<file path="config.mk">
export PLATFORM = sky130hd
export DESIGN_NAME = avr_cpu_mul_flat
export DESIGN_NICKNAME = d
export VERILOG_FILES = /design/src/rtl/avr_cpu_mul_if.sv /design/src/rtl/avr_cpu_mul.sv /design/src/flat_wrapper.sv
export SDC_FILE = /design/constraint.sdc
export NUM_CORES = 1
export LEC_CHECK = 0
export ABC_AREA = 1
export CAP_MARGIN = 10
export CORE_MARGIN = 2
export CORE_UTILIZATION = 25
export DETAILED_ROUTE_END_ITERATION = 8
export GPL_TIMING_DRIVEN = 0
export SLEW_MARGIN = 15
export SYNTH_ARGS = -nofsm -noshare
export SYNTH_HDL_FRONTEND = slang
export SYNTH_SLANG_ARGS = --single-unit
</file>
<file path="constraint.sdc">
create_clock -name clk -period 4.6 [get_ports clk]
set_input_delay 0.69 -clock clk [delete_from_list [all_inputs] [get_ports clk]]
set_output_delay 0.69 -clock clk [all_outputs]
set_load 0.01 [all_outputs]
</file>
<file path="src/rtl/avr_cpu_mul_if.sv">
// avr_cpu_mul_if: issue/response bundle between the AVR control unit and the
// multi-cycle multiplier. The control unit is the master: it drives operands
// and the start pulse, and receives busy/done plus the product and new SREG.
interface avr_cpu_mul_if;
    logic        start;
    logic [1:0]  mode;
    logic        frac;
    logic [7:0]  d_in;
    logic [7:0]  r_in;
    logic [7:0]  status_in;
    logic        busy;
    logic        done;
    logic [15:0] result;
    logic [7:0]  status_out;

    modport master (
        output start, mode, frac, d_in, r_in, status_in,
        input  busy, done, result, status_out
    );

    modport slave (
        input  start, mode, frac, d_in, r_in, status_in,
        output busy, done, result, status_out
    );
endinterface

</file>
<file path="src/rtl/avr_cpu_mul.sv">
// avr_cpu_mul: 8x8 multiplier for the AVR MUL/MULS/MULSU/FMUL/FMULS/FMULSU group.
// Operands are reduced to magnitudes on issue, multiplied unsigned, and the
// product is conditionally negated at the end. The default build uses an
// 8-cycle shift-add datapath (one multiplier bit per cycle). Defining
// AVR_CPU_MUL_FAST_EN collapses CALC to a single cycle with a combinational
// multiply; results and flags are identical in both builds.
module avr_cpu_mul #(
    parameter int ITER_BITS = 4
) (
    input  logic          clk,
    input  logic          reset_n,
    avr_cpu_mul_if.slave  bus
);

    typedef enum logic [1:0] {
        IDLE = 2'd0,
        CALC = 2'd1,
        DONE = 2'd2
    } state_t;

    state_t      state;
    state_t      state_next;
    logic        accept;
    logic        last_iter;

    logic        d_neg;
    logic        r_neg;
    logic [7:0]  d_mag;
    logic [7:0]  r_mag;

    logic        frac_q;
    logic        neg_q;
    logic [7:0]  status_q;
    logic [15:0] mcand_q;
    logic [7:0]  mplier_q;
    logic [15:0] result_q;
    logic [7:0]  status_out_q;

    logic [15:0] acc_next;
    logic [15:0] prod;
    logic [15:0] res_next;
    logic [7:0]  status_next;

`ifdef AVR_CPU_MUL_FAST_EN
    assign last_iter = 1'b1;
`else
    logic [ITER_BITS-1:0] iter_q;
    logic [15:0]          acc_q;

    assign last_iter = (iter_q == ITER_BITS'(7));
`endif

    // Sign handling at issue: mode 01 signs both operands, mode 10 signs only d, mode 11 behaves as 00
    always_comb begin
        d_neg = 1'b0;
        r_neg = 1'b0;
        if ((bus.mode == 2'b01) || (bus.mode == 2'b10)) begin
            d_neg = bus.d_in[7];
        end
        if (bus.mode == 2'b01) begin
            r_neg = bus.r_in[7];
        end
        d_mag = d_neg ? (~bus.d_in + 8'd1) : bus.d_in;
        r_mag = r_neg ? (~bus.r_in + 8'd1) : bus.r_in;
    end

    // Product assembly: accumulate, restore sign, apply fractional shift and derive C/Z
    always_comb begin
`ifdef AVR_CPU_MUL_FAST_EN
        acc_next = mcand_q * {8'h00, mplier_q};
`else
        acc_next = acc_q + (mplier_q[0] ? mcand_q : 16'h0000);
`endif
        prod        = neg_q ? (~acc_next + 16'd1) : acc_next;
        res_next    = frac_q ? {prod[14:0], 1'b0} : prod;
        status_next = {status_q[7:2], (res_next == 16'h0000), prod[15]};
    end

    // State register
    always_ff @(posedge clk or negedge reset_n) begin
        if (!reset_n) begin
            state <= IDLE;
        end else begin
            state <= state_next;
        end
    end

    // Next-state logic: new work is only taken in IDLE or DONE, never mid-calculation
    always_comb begin
        state_next = state;
        accept     = 1'b0;
        case (state)
            IDLE: begin
                if (bus.start) begin
                    accept     = 1'b1;
                    state_next = CALC;
                end
            end
            CALC: begin
                if (last_iter) begin
                    state_next = DONE;
                end
            end
            DONE: begin
                if (bus.start) begin
                    accept     = 1'b1;
                    state_next = CALC;
                end else begin
                    state_next = IDLE;
                end
            end
            default: state_next = IDLE;
        endcase
    end

    // Operand capture on accept, one shift-add step per CALC cycle, outputs updated on entry to DONE
    always_ff @(posedge clk or negedge reset_n) begin
        if (!reset_n) begin
            frac_q       <= 1'b0;
            neg_q        <= 1'b0;
            status_q     <= 8'h00;
            mcand_q      <= 16'h0000;
            mplier_q     <= 8'h00;
            result_q     <= 16'h0000;
            status_out_q <= 8'h00;
`ifndef AVR_CPU_MUL_FAST_EN
            acc_q        <= 16'h0000;
            iter_q       <= '0;
`endif
        end else if (accept) begin
            frac_q   <= bus.frac;
            neg_q    <= d_neg ^ r_neg;
            status_q <= bus.status_in;
            mcand_q  <= {8'h00, d_mag};
            mplier_q <= r_mag;
`ifndef AVR_CPU_MUL_FAST_EN
            acc_q    <= 16'h0000;
            iter_q   <= '0;
`endif
        end else if (state == CALC) begin
`ifndef AVR_CPU_MUL_FAST_EN
            acc_q    <= acc_next;
            mcand_q  <= mcand_q << 1;
            mplier_q <= mplier_q >> 1;
            iter_q   <= iter_q + ITER_BITS'(1);
`endif
            if (last_iter) begin
                result_q     <= res_next;
                status_out_q <= status_next;
            end
        end
    end

    assign bus.busy       = (state == CALC);
    assign bus.done       = (state == DONE);
    assign bus.result     = result_q;
    assign bus.status_out = status_out_q;

endmodule

</file>
<file path="src/flat_wrapper.sv">
// flat-port wrapper written by rule: the top's interface ports become plain ports
module avr_cpu_mul_flat 
#(
    parameter int ITER_BITS = 4
)
  (clk, reset_n, bus_start, bus_mode, bus_frac, bus_d_in, bus_r_in, bus_status_in, bus_busy, bus_done, bus_result, bus_status_out);
  avr_cpu_mul_if bus_i ();
  input  logic clk;
  input  logic reset_n;
  input wire logic [$bits(bus_i.start)-1:0] bus_start;
  input wire logic [$bits(bus_i.mode)-1:0] bus_mode;
  input wire logic [$bits(bus_i.frac)-1:0] bus_frac;
  input wire logic [$bits(bus_i.d_in)-1:0] bus_d_in;
  input wire logic [$bits(bus_i.r_in)-1:0] bus_r_in;
  input wire logic [$bits(bus_i.status_in)-1:0] bus_status_in;
  output wire logic [$bits(bus_i.busy)-1:0] bus_busy;
  output wire logic [$bits(bus_i.done)-1:0] bus_done;
  output wire logic [$bits(bus_i.result)-1:0] bus_result;
  output wire logic [$bits(bus_i.status_out)-1:0] bus_status_out;
  assign bus_i.start = bus_start;
  assign bus_i.mode = bus_mode;
  assign bus_i.frac = bus_frac;
  assign bus_i.d_in = bus_d_in;
  assign bus_i.r_in = bus_r_in;
  assign bus_i.status_in = bus_status_in;
  assign bus_busy = bus_i.busy;
  assign bus_done = bus_i.done;
  assign bus_result = bus_i.result;
  assign bus_status_out = bus_i.status_out;
  avr_cpu_mul #(.ITER_BITS(ITER_BITS)) u_core (.clk(clk), .reset_n(reset_n), .bus(bus_i));
endmodule
</file>
# Yosys cells after proc, flatten, opt, wreduce, memory -nomap -nowiden
# Cells that the tools add are included.
[op_classes] addsub=5 n_eq_ne=7 n_mux=21 bitwise=5 n_reduce_logical=7
[ops] operator="16-bit two-way mux" count=7
[ops] operator="8-bit two-way mux" count=4
[ops] operator="16-bit by 1-bit adder with 16-bit output, second input constant" count=1
[ops] operator="16-bit adder" count=1
[ops] operator="8-bit by 1-bit adder with 8-bit output, second input constant" count=2
[ops] operator="16-bit logical NOT" count=1
[ops] operator="16-bit NOT" count=1
[ops] operator="8-bit NOT" count=2
[ops] operator="4-bit two-way mux" count=2
[ops] operator="2-bit case mux with 3 select lines" count=1
[ops] operator="1-bit two-way mux" count=5
[ops] operator="4-bit by 1-bit adder with 4-bit output, second input constant" count=1
[ops] operator="2-bit by 1-bit == test with 1-bit output, second input constant" count=2
[ops] operator="2-bit == test, second input constant" count=2
[ops] operator="4-bit by 3-bit == test with 1-bit output, second input constant" count=1
[ops] operator="2-bit two-way mux" count=2
[ops] operator="3-bit AND reduction" count=1
[ops] operator="2-bit logical NOT" count=1
[ops] operator="2-bit by 1-bit inequality test with 1-bit output, second input constant" count=1
[ops] operator="2-bit inequality test, second input constant" count=1
[ops] operator="2-bit AND reduction" count=1
[ops] operator="2-bit nonzero test" count=1
[ops] operator="2-bit OR reduction" count=1
[ops] operator="1-bit logical OR" count=1
[ops] operator="other kinds (2)" count=2
[totals] ff_bits=80 output_inout_bits=26 elab_cells=55

# Longest topological paths before layout
# Gate-level depths: netlist (run 1).
[logic_depth] ltp_word=7 mapped_depth=24 depth_no_buf=22

# Least setup slack after synthesis (run 1)
# No wires, ideal clock.
[synth_timing] path_type="reg-to-reg" from="register u_core.mplier_q[0]" to="register u_core.status_out_q[1] (netlist: u_core.bus.status_out[1])" setup_ps=66 arrival_time_ps=2964 t_required_ps=4534 slack_ps=1570 stages_incl_launch_ff=23 n_path_buf=2 period_less_slack_ps=3030 path_cell_list="dfrtp_1 > clkbuf_1 > clkbuf_1 > nand2_1 > inv_1 > ha_1 > fa_1 > inv_1 > ha_1 > inv_1 > a21oi_2 > nand3_1 > nor2_1 > nand2_2 > nor2_2 > nand3_2 > nand2_1 > nand2_1 > nand3_1 > nand3_1 > nor2_1 > nand3_2 > nand2_1"
[synth_via] elab_chain_len=7
[synth_rtl] element="from (decl)" line="avr_cpu_mul.sv:35" text="logic [7:0] mplier_q;"
[synth_rtl] element="from (signal assigned)" line="avr_cpu_mul.sv:135" text="mplier_q <= r_mag;"
[synth_rtl] element="from (signal assigned)" line="avr_cpu_mul.sv:144" text="mplier_q <= mplier_q >> 1;"
[synth_rtl] element="16-bit two-way mux *" line="avr_cpu_mul.sv:72" text="acc_next = acc_q + (mplier_q[0] ? mcand_q : 16'h0000);"
[synth_rtl] element="16-bit adder *" line="avr_cpu_mul.sv:72"
[synth_rtl] element="16-bit NOT" line="avr_cpu_mul.sv:74" text="prod = neg_q ? (~acc_next + 16'd1) : acc_next;"
[synth_rtl] element="16-bit by 1-bit adder with 16-bit output" line="avr_cpu_mul.sv:74"
[synth_rtl] element="16-bit two-way mux *" line="avr_cpu_mul.sv:74"
[synth_rtl] element="16-bit two-way mux *" line="avr_cpu_mul.sv:75" text="res_next = frac_q ? {prod[14:0], 1'b0} : prod;"
[synth_rtl] element="16-bit logical NOT *" line="avr_cpu_mul.sv:76" text="status_next = {status_q[7:2], (res_next == 16'h0000), prod[15]};"
[synth_rtl] element="to (signal assigned)" line="avr_cpu_mul.sv:149" text="status_out_q <= status_next;"
[synth_rtl] element="to (decl)" line="avr_cpu_mul.sv:37" text="logic [7:0] status_out_q;"
# Mark *: on every way between the ends. The rest lies on a longest branch, timed or not.
# A chain may end at the register's enable or synchronous reset.

# Worst setup path after layout (run 1)
# Same ends and word-level chain as after synthesis.

==> results of run 1 <==
cell families after synthesis:
| logic type | synth area share |
|---|---|
| DFF | 0.366 |
| xor gates and xnor gates | 0.00656 |
| AOI/OAI and AO/OA | 0.113 |
| buffers and inverters | 0.0935 |
| adders and majority gates | 0.0506 |
| and+or+nand+nor | 0.371 |
metal layers:
| layer | track usage | share of wire |
|---|---|---|
| met5 | 0 | 0 |
| met4 | 0.0316 | 0.010 |
| met3 | 0.0327 | 0.046 |
| met2 | 0.209 | 0.44 |
| met1 | 0.177 | 0.50 |
where the power goes:
group | internal [uW] | total, uW | switching (uW)
Clock | 424 | 731 | 307
Combinational | 1010 | 2890 | 1870
Sequential | 996 | 1150 | 157
flip-flops by register name, indices dropped and copies added, names as in the netlist:
signal,cells
u_core.bus.status_out,8
u_core.mplier_q,8
u_core.bus.result,16
u_core.mcand_q,16
u_core.state,2
u_core.frac_q,1
u_core.status_q,6
u_core.iter_q,4
u_core.acc_q,16
u_core.neg_q,1
worst paths after layout:
| kind | start | endpoint | slack [ps] | cells after the start |
|---|---|---|---|---|
| setup / recovery | u_core.mplier_q[0] | u_core.bus.status_out[1] | 770 | 21 |
| hold / removal | reset_n | u_core.mcand_q[13] | 250 | 1 |
| setup reg to reg | u_core.mplier_q[0] | u_core.bus.status_out[1] | 770 | 21 |
| hold reg to reg | u_core.status_q[7] | u_core.bus.status_out[7] | 460 | 2 |
| max in group asynchronous | reset_n | u_core.status_q[2] | 3760 | 2 |
| min in group clk | u_core.status_q[7] | u_core.bus.status_out[7] | 460 | 2 |
layout by cell type, fill, tap and decap left out, drive strengths merged, types with 2 or more instances in the layout:
master and count:
a21oi 18, a31oi 9, buf 9, clkbuf 28, clkdlybuf4s50 52, clkinv 4, clkinvlp 2, dfrtp 78
ha 20, inv 105, nand2 251, nand3 108, nand4 10, nor2 49, nor3 6, o211ai 2
o21ai 43, o21bai 3, o221ai 12, o22ai 9, xor2 4
final cells by class:
cell class,count,share of cell area
multi-input combinational,549,0.442
sequential,78,0.299
timing repair buffer,54,0.0850
inverter,106,0.0609
tap,275,0.0526
clock buffer,10,0.0350
buffer,25,0.0155
clock inverter,6,0.0109
through the flow:
stage / TNS (ps) / instance area (um^2) / hold slack (ps) / setup slack (ps) / instances
6_report: 0 / 6540 / 253 / 773 / 1103
3_3_place_gp: -5640 / 6210 / 449 / -78.3 / 1086
5_1_grt: 0 / 6540 / 282 / 298 / 1103
2_1_floorplan: 0 / 5340 / 394 / 1570 / 758
3_5_place_dp: 0 / 6240 / 460 / 796 / 1087
4_1_cts: 0 / 6540 / 263 / 763 / 1103
worst reg2reg max path: stages, from the launching register on:
cell and delay (ps):
dfrtp_1 320, clkbuf_1 360, clkbuf_1 410, nand2_1 100, inv_1 100, ha_1 250
fa_1 440, inv_1 160, ha_1 250, nand2_1 60, o21ai_0 130, a21oi_1 210
nand4_1 130, nor2_1 120, nand2_1 70, nor2_1 110, nand2_1 70, nor2_1 110
nand4_1 100, nor2_1 140, nand3_2 80, nand2_1 60
==> metrics.txt, run 1 <==
Max stage delay on crit path=440 ps; Post-CTS Resized=0; Setup violations, final=0; VDD IR-drop max=0.000318 V; max-cap check violation count=0; I/O pins=56; GRT overflow=0; fin crit share=0.832; relative slew slack=0.563; EDFF count, synth=0; Final ANT Viol Nets=0; Hold Fails Final Rpt=0; port bufs=53; critical path's top delay family=simple AND/OR/NAND/NOR gates; ANT cells=0; top_reg_cell synth=dfrtp_1; Total GRT Usage=0.131; Yosys warning count=0; Startpoint Class=flop; Clock Path Buffers=2; Fill cells=2294; drt total wl=13800 um; total power=4770 uW; area of the multi-input gates=0.00289 mm^2; CP max-delay cell=fa_1; area leader, netlist=dfrtp_1; Row Count=53; CP required=4890 ps; crit path DAT=4120 ps; FFs w/ async S/R, synth=1.00; routability cong.=0.856; antenna violations before repair=0; FF+latch area=0.00195 mm^2; Clock transition at path regs=70 ps; Die Y=150 um; Max FO, Critical Path=10; status=complete, no violations; Leak=0.00325 uW; H-tree Lvls=3; CTS sink count=78; worst-skew pair later-pin latency=360 ps; Die X-Extent=150 um; Final HPWL DP=10900 um; Synth top area share=0.366; Clock Skews=10.4 ps; average wire per standard cell=12.5 um; CP Capture Type=flop; Post-layout nets=874; fin. max-slew vios=0; critical path's most frequent cell=nand2_1; post-CTS setup buffers=0; via density per instance=4.61; DRT Pass-1 Iters=5; synth cell count leaders=nand2_1 (227), inv_1 (98), nand3_1 (95); post-layout min period=3830 ps; Setup Crit Path Kind=reg2reg; Residual DRC=0; register area share after synthesis=0.366; Area Overhead vs Synth=22.5%; synthesized area=0.00534 mm^2; Syn Nets=809; power per cell area=730 mW/mm^2; CTS tree=done; Worst Hold Class=in2async; Netlist cell types=36; die area=0.0225 mm^2; most frequent cell after synthesis=nand2_1; Inserted Clock Buffers=9; largest cells by area after synthesis=dfrtp_1 (37%), nand2_1 (16%), nand3_1 (8.9%), inv_1 (6.9%), ha_1 (4.7%); Least-Margin Pin Slew=656 ps; pin count of the biggest net entering global routing=53; final core utilization=0.311; share of cells above drive strength 1=0.0918; Core ar.=0.0210 mm^2; fmax=261 MHz; DR vias=5082; critical path cell sequence=clkbuf_1 > clkbuf_1 > nand2_1 > inv_1 > ha_1 > fa_1 > inv_1 > ha_1 > nand2_1 > o21ai_0 > a21oi_1 > nand4_1 > nor2_1 > nand2_1 > nor2_1 > nand2_1 > nor2_1 > nand4_1 > nor2_1 > nand3_2 > nand2_1; Starting DRT DRC Count=284; synthesized area per cell=7.04 um^2; Bufs and invs on worst path=4; RSZ-0062 raised after global routing=false; vias in the first global route=4894; first-pass GRT wire length=23600 um; Initial Utilization=0.254; Yosys reg bits=78; CTS root buf=clkbuf_16; Post-Syn Instances=758; # hold bufs at CTS=0
No activity file was read; power rests on OpenSTA's default activity.
==> inputs of run 2 (changes only) <==
==> constraint.sdc (replaced) <==
create_clock -name clk -period 3.5 [get_ports clk]
set_input_delay 0.525 -clock clk [delete_from_list [all_inputs] [get_ports clk]]
set_output_delay 0.525 -clock clk [all_outputs]
set_load 0.01 [all_outputs]
==> metrics.txt, run 2 (synthesis results as in run 1) <==
status=complete, no violations (unchanged); Final ANT Viol Nets=0 (unchanged); via density per instance=4.59 (was 4.61); Final HPWL DP=10900 um (unchanged); Setup violations, final=0 (unchanged); max-cap check violation count=0 (unchanged); port bufs=53 (unchanged); Core ar.=0.0210 mm^2 (unchanged); Clock Path Buffers=2 (unchanged); Residual DRC=0 (unchanged); die area=0.0225 mm^2 (unchanged); Post-layout nets=876 (was 874); Clock Skews=9.54 ps (was 10.4 ps); CP Capture Type=flop (unchanged); leading cell type in the layout, fill and taps excluded=nand2_1 (unchanged); met3 usage=0.0327 (unchanged); Clock transition at path regs=70 ps (about the same); DRT Pass-1 Iters=5 (unchanged); fin crit share=0.903 (was 0.832); fmax=316 MHz (was 261 MHz); CP max-delay cell=dfrtp_4 (was fa_1); VDD IR-drop max=0.000419 V (was 0.000318 V); average wire per standard cell=12.5 um (about the same); Hold Fails Final Rpt=0 (unchanged); I/O pins=56 (unchanged); fin area=0.00656 mm^2 (was 0.00654 mm^2); antenna violations before repair=0 (unchanged); GRT busiest layer=met2 (unchanged); GR met1 Demand/Resource=0.177 (unchanged); Die X-Extent=150 um (unchanged); DR vias=5073 (was 5082); # hold bufs at CTS=0 (unchanged); met2 GRT Util=0.209 (unchanged); ANT cells=0 (unchanged); pin count of the biggest net entering global routing=53 (unchanged); Setup TNS=0 ps (unchanged); routability cong.=0.856 (unchanged); H-tree Lvls=3 (unchanged); relative slew slack=0.579 (was 0.563); GRT overflow=0 (unchanged); CTS root buf=clkbuf_16 (unchanged); crit path DAT=3450 ps (was 4120 ps); Setup Crit Path Kind=reg2reg (unchanged); share of cells above drive strength 1=0.0976 (was 0.0918); critical path cell sequence=nand2_1 > inv_1 > ha_1 > fa_1 > inv_1 > ha_1 > nand2_1 > o21ai_1 > a21oi_1 > nand4_1 > nor2_1 > nand2_1 > nor2_1 > nand2_1 > nor2_1 > nand4_1 > nor2_1 > nand3_2 > nand2_1 (was clkbuf_1 > clkbuf_1 > nand2_1 > inv_1 > ha_1 > fa_1 > inv_1 > ha_1 > nand2_1 > o21ai_0 > a21oi_1 > nand4_1 > nor2_1 > nand2_1 > nor2_1 > nand2_1 > nor2_1 > nand4_1 > nor2_1 > nand3_2 > nand2_1); Die Y=150 um (unchanged); Worst Hold Class=in2async (unchanged); Max FO, Critical Path=7 (was 10); Starting DRT DRC Count=303 (was 284); Bufs and invs on worst path=2 (was 4); first-pass GRT wire length=23600 um (unchanged); RSZ-0062 raised after global routing=false (unchanged); power per cell area=960 mW/mm^2 (was 730 mW/mm^2); critical path's top delay family=simple AND/OR/NAND/NOR gates (unchanged); Max stage delay on crit path=520 ps (was 440 ps); CTS sink count=78 (unchanged); Total GRT Usage=0.131 (unchanged); final core utilization=0.312 (was 0.311); vias in the first global route=4894 (unchanged); drt total wl=13800 um (about the same); Initial Utilization=0.254 (unchanged); critical path's most frequent cell=nand2_1 (unchanged); pre-CTS setup slack=-304 ps (was 796 ps); most frequent cells in the layout=nand2_1 (227), inv_1 (98), nand3_1 (95) (unchanged); CP required=3790 ps (was 4890 ps); CTS tree=done (unchanged); placed cell area=0.00624 mm^2 (unchanged); worst-skew pair later-pin latency=360 ps (about the same); post-layout min period=3160 ps (was 3830 ps); Area Overhead vs Synth=23.0% (was 22.5%); worst setup margin=339 ps (was 773 ps); fin. max-slew vios=0 (unchanged); Row Count=53 (unchanged); Inserted Clock Buffers=9 (unchanged); Hold Slack=90.1 ps (was 253 ps); Startpoint Class=flop (unchanged); Least-Margin Pin Slew=632 ps (was 656 ps); Leak=0.00327 uW (was 0.00325 uW)
[run 2: cell count changes in the layout (fill, tap and decap cells not counted)]
cell	change
o21ai_0	-1
dfrtp_4	+1
dfrtp_1	-1
buf_4	+4
clkbuf_1	-2
o21ai_1	+1
[run 2: final timing paths]
kind | start | to | slack [ps] | depth (start not counted)
max | u_core.mplier_q[0] | u_core.bus.status_out[1] | 340 | 19
min | reset_n | u_core.mcand_q[13] | 90 | 1
max reg2reg | u_core.mplier_q[0] | u_core.bus.status_out[1] | 340 | 19
min reg2reg | u_core.status_q[7] | u_core.bus.status_out[7] | 470 | 2
max in group asynchronous | reset_n | u_core.mplier_q[0] | 2830 | 2
min in group clk | u_core.status_q[7] | u_core.bus.status_out[7] | 470 | 2
[run 2: area by class of cell]
| class | instances | area [um^2] |
|---|---|---|
| fill | 2298 | 14500 |
| multi-input combinational | 549 | 2890 |
| clock inverter | 6 | 71.3 |
| buffer | 23 | 93.8 |
| timing repair buffer | 58 | 586 |
| sequential | 78 | 1960 |
| tap | 275 | 344 |
| clock buffer | 10 | 229 |
| inverter | 106 | 398 |
[run 2: worst reg2reg max path, cell delays in order, from the launching register on]
cell and delay [ps]:
dfrtp_4 520, nand2_1 70, inv_1 50, ha_1 240
fa_1 500, inv_1 90, ha_1 300, nand2_1 60
o21ai_1 90, a21oi_1 200, nand4_1 130, nor2_1 120
nand2_1 60, nor2_1 110, nand2_1 70, nor2_1 110
nand4_1 100, nor2_1 140, nand3_2 80, nand2_1 60
[run 2: what timing repair did]
action                     4_1_cts  5_1_grt
gates resized for setup          2        2
pin swaps                        0        1
buffers inserted                 0        4
setup endpoints to repair        7        1
[run 2: through the flow]
| step | instances | power, uW |
|---|---|---|
| global placement | 1086 | 5270 |
| floorplan | 758 | 4250 |
| finish | 1105 | 6300 |
| detailed placement | 1087 | 5330 |
| CTS | 1102 | 6300 |
| global route | 1105 | 6950 |
[run 2: power by group]
| group | leakage, uW | total (uW) | switching, uW | internal, uW |
|---|---|---|---|---|
| logic | 0.00215 | 3810 | 2450 | 1360 |
| clock network | 0.000139 | 959 | 402 | 557 |
| registers | 0.000973 | 1530 | 220 | 1310 |
| total | 0.00327 | 6300 | 3070 | 3230 |
[run 2: layer usage]
metal	up-vias	part of all wire
met5	-	0
met4	0	0.011
met3	14	0.051
met2	104	0.44
met1	2346	0.50
li1	2609	-
==> inputs of run 3 (changes only) <==
--- a/config.mk
+++ b/config.mk
@@ -11,6 +11,7 @@
 export CORE_UTILIZATION = 25
 export DETAILED_ROUTE_END_ITERATION = 8
 export GPL_TIMING_DRIVEN = 0
+export SETUP_SLACK_MARGIN = 0.05
 export SLEW_MARGIN = 15
 export SYNTH_ARGS = -nofsm -noshare
 export SYNTH_HDL_FRONTEND = slang
==> constraint.sdc (replaced) <==
create_clock -name clk -period 3.8 [get_ports clk]
set_input_delay 0.57 -clock clk [delete_from_list [all_inputs] [get_ports clk]]
set_output_delay 0.57 -clock clk [all_outputs]
set_load 0.01 [all_outputs]
==> metrics.txt, run 3 (synthesis results as in run 1) <==
Post-layout nets=876 (unchanged); Total GRT Usage=0.131 (unchanged); CP required=4090 ps (was 3790 ps); antenna violations before repair=0 (unchanged); most frequent cells in the layout=nand2_1 (227), inv_1 (98), nand3_1 (95) (unchanged); Row Count=53 (unchanged); Core ar.=0.0210 mm^2 (unchanged); WP depth=20 (was 19); VDD IR-drop max=0.000385 V (was 0.000419 V); CTS tree=done (unchanged); die area=0.0225 mm^2 (unchanged); Die Y=150 um (unchanged); crit path DAT=3630 ps (was 3450 ps); Initial Utilization=0.254 (unchanged); fmax=300 MHz (was 316 MHz); post-layout min period=3340 ps (was 3160 ps); Setup Crit Path Kind=reg2reg (unchanged); vias in the first global route=4894 (unchanged); Hold Slack=135 ps (was 90.1 ps); I/O pins=56 (unchanged); average wire per standard cell=12.5 um (about the same); CP Capture Type=flop (unchanged); H-tree Lvls=3 (unchanged); fin. max-slew vios=0 (unchanged); Clock Path Buffers=2 (unchanged); Bufs and invs on worst path=3 (was 2); fin crit share=0.878 (was 0.903); Starting DRT DRC Count=307 (was 303); DRT Pass-1 Iters=5 (unchanged); critical path's most frequent cell=nand2_1 (unchanged); Final ANT Viol Nets=0 (unchanged); fin area=0.00656 mm^2 (about the same); share of cells above drive strength 1=0.0976 (unchanged); RSZ-0062 raised after global routing=false (unchanged); routability cong.=0.856 (unchanged); critical path's top delay family=simple AND/OR/NAND/NOR gates (unchanged); Residual DRC=0 (unchanged); Least-Margin Pin Slew=661 ps (was 632 ps); pin count of the biggest net entering global routing=53 (unchanged); Final HPWL DP=10900 um (unchanged); Clock Skews=10.6 ps (was 9.54 ps); max-cap check violation count=0 (unchanged); Max FO, Critical Path=10 (was 7); power per cell area=884 mW/mm^2 (was 960 mW/mm^2); Inserted Clock Buffers=9 (unchanged); Area Overhead vs Synth=22.9% (was 23.0%); CP max-delay cell=fa_1 (was dfrtp_4); Inst Count DP=1087 (unchanged); Die X-Extent=150 um (unchanged); Fill cells=2297 (was 2298); CTS sink count=78 (unchanged); Worst Hold Class=in2async (unchanged); first-pass GRT wire length=23600 um (unchanged); GRT overflow=0 (unchanged); port bufs=53 (unchanged); pre-CTS setup slack=-4.24 ps (was -304 ps); worst-skew pair later-pin latency=360 ps (about the same); Setup violations, final=0 (unchanged); via density per instance=4.58 (was 4.59); Max stage delay on crit path=500 ps (was 520 ps); status=complete, no violations (unchanged); Final Non-Filler Cells=1105 (unchanged); leading cell type in the layout, fill and taps excluded=nand2_1 (unchanged); drt total wl=13800 um (about the same); Worst Reg-to-Reg Cells=20 (was 19); Setup TNS=0 ps (unchanged); Startpoint Class=flop (unchanged); relative slew slack=0.559 (was 0.579); Hold Fails Final Rpt=0 (unchanged); placed cell area=0.00624 mm^2 (unchanged); critical path cell sequence=clkbuf_4 > nand2_1 > inv_1 > ha_1 > fa_1 > inv_1 > ha_1 > nand2_1 > o21ai_0 > a21oi_1 > nand4_1 > nor2_1 > nand2_1 > nor2_1 > nand2_1 > nor2_1 > nand4_1 > nor2_1 > nand3_2 > nand2_1 (was nand2_1 > inv_1 > ha_1 > fa_1 > inv_1 > ha_1 > nand2_1 > o21ai_1 > a21oi_1 > nand4_1 > nor2_1 > nand2_1 > nor2_1 > nand2_1 > nor2_1 > nand4_1 > nor2_1 > nand3_2 > nand2_1); Leak=0.00327 uW (about the same); worst setup margin=464 ps (was 339 ps); Clock transition at path regs=70 ps (about the same); ANT cells=0 (unchanged); CTS root buf=clkbuf_16 (unchanged); DR vias=5058 (was 5073)
-- run 3: cell types whose count changed in the layout (fill, tap and decap cells not counted) --
cell and delta:
clkbuf_4 +1, dfrtp_4 -1, o21ai_0 +1, o21ai_1 -1, dfrtp_2 +1, buf_4 -1
-- run 3: report_power, final --
part	leakage (uW)	internal, uW	switching, uW
Sequential	0.000973	1210	198
Combinational	0.00215	1250	2260
Clock	0.000139	513	372
Total	0.00327	2970	2830
-- run 3: metal layers --
layer	GRT usage	wire length, um	up-vias
met5	0	0	-
met4	0.0316	148	0
met3	0.0327	667	14
met2	0.209	6060	104
met1	0.177	6930	2326
li1	-	-	2614
-- run 3: worst reg2reg max path, cell delays in order (launching register included) --
cell and delay, ps:
dfrtp_2 430, clkbuf_4 200, nand2_1 70, inv_1 50
ha_1 240, fa_1 500, inv_1 90, ha_1 300
nand2_1 60, o21ai_0 130, a21oi_1 220, nand4_1 130
nor2_1 120, nand2_1 60, nor2_1 110, nand2_1 70
nor2_1 110, nand4_1 100, nor2_1 140, nand3_2 80
nand2_1 60
-- run 3: repair_timing --
action | in CTS | in global routing
gates resized for setup | 1 | 3
hold buffers | 0 | 0
cloned | 0 | 0
buffers inserted | 0 | 3
setup endpoints to repair | 1 | 3
-- run 3: through the flow --
step | utilization | power, uW
after detailed placement | 0.297 | 4910
final | 0.312 | 5800
after floorplan | - | 3910
after global placement | 0.296 | 4850
after global routing | 0.312 | 6390
after CTS | 0.311 | 5810
-- run 3: final cells by class --
cell class	instances	area, um^2	area share
plain buffers	24	101	0.0154
clock buffers	10	229	0.0349
clock inverters	6	71.3	0.0109
inverters	106	398	0.0606
multi-input cells	549	2890	0.440
flip-flops and latches	78	1950	0.298
well taps	275	344	0.0524
repair buffers	57	578	0.0881
-- run 3: path summary, 6_finish.rpt --
| kind | start | endpoint | slack, ps |
|---|---|---|---|
| hold reg to reg | u_core.status_q[7] | u_core.bus.status_out[7] | 460 |
| setup reg to reg | u_core.mplier_q[0] | u_core.bus.status_out[1] | 460 |
| hold / removal | reset_n | u_core.mcand_q[13] | 140 |
| max in group asynchronous | reset_n | u_core.status_q[2] | 3080 |
| setup / recovery | u_core.mplier_q[0] | u_core.bus.status_out[1] | 460 |
| min in group clk | u_core.status_q[7] | u_core.bus.status_out[7] | 460 |
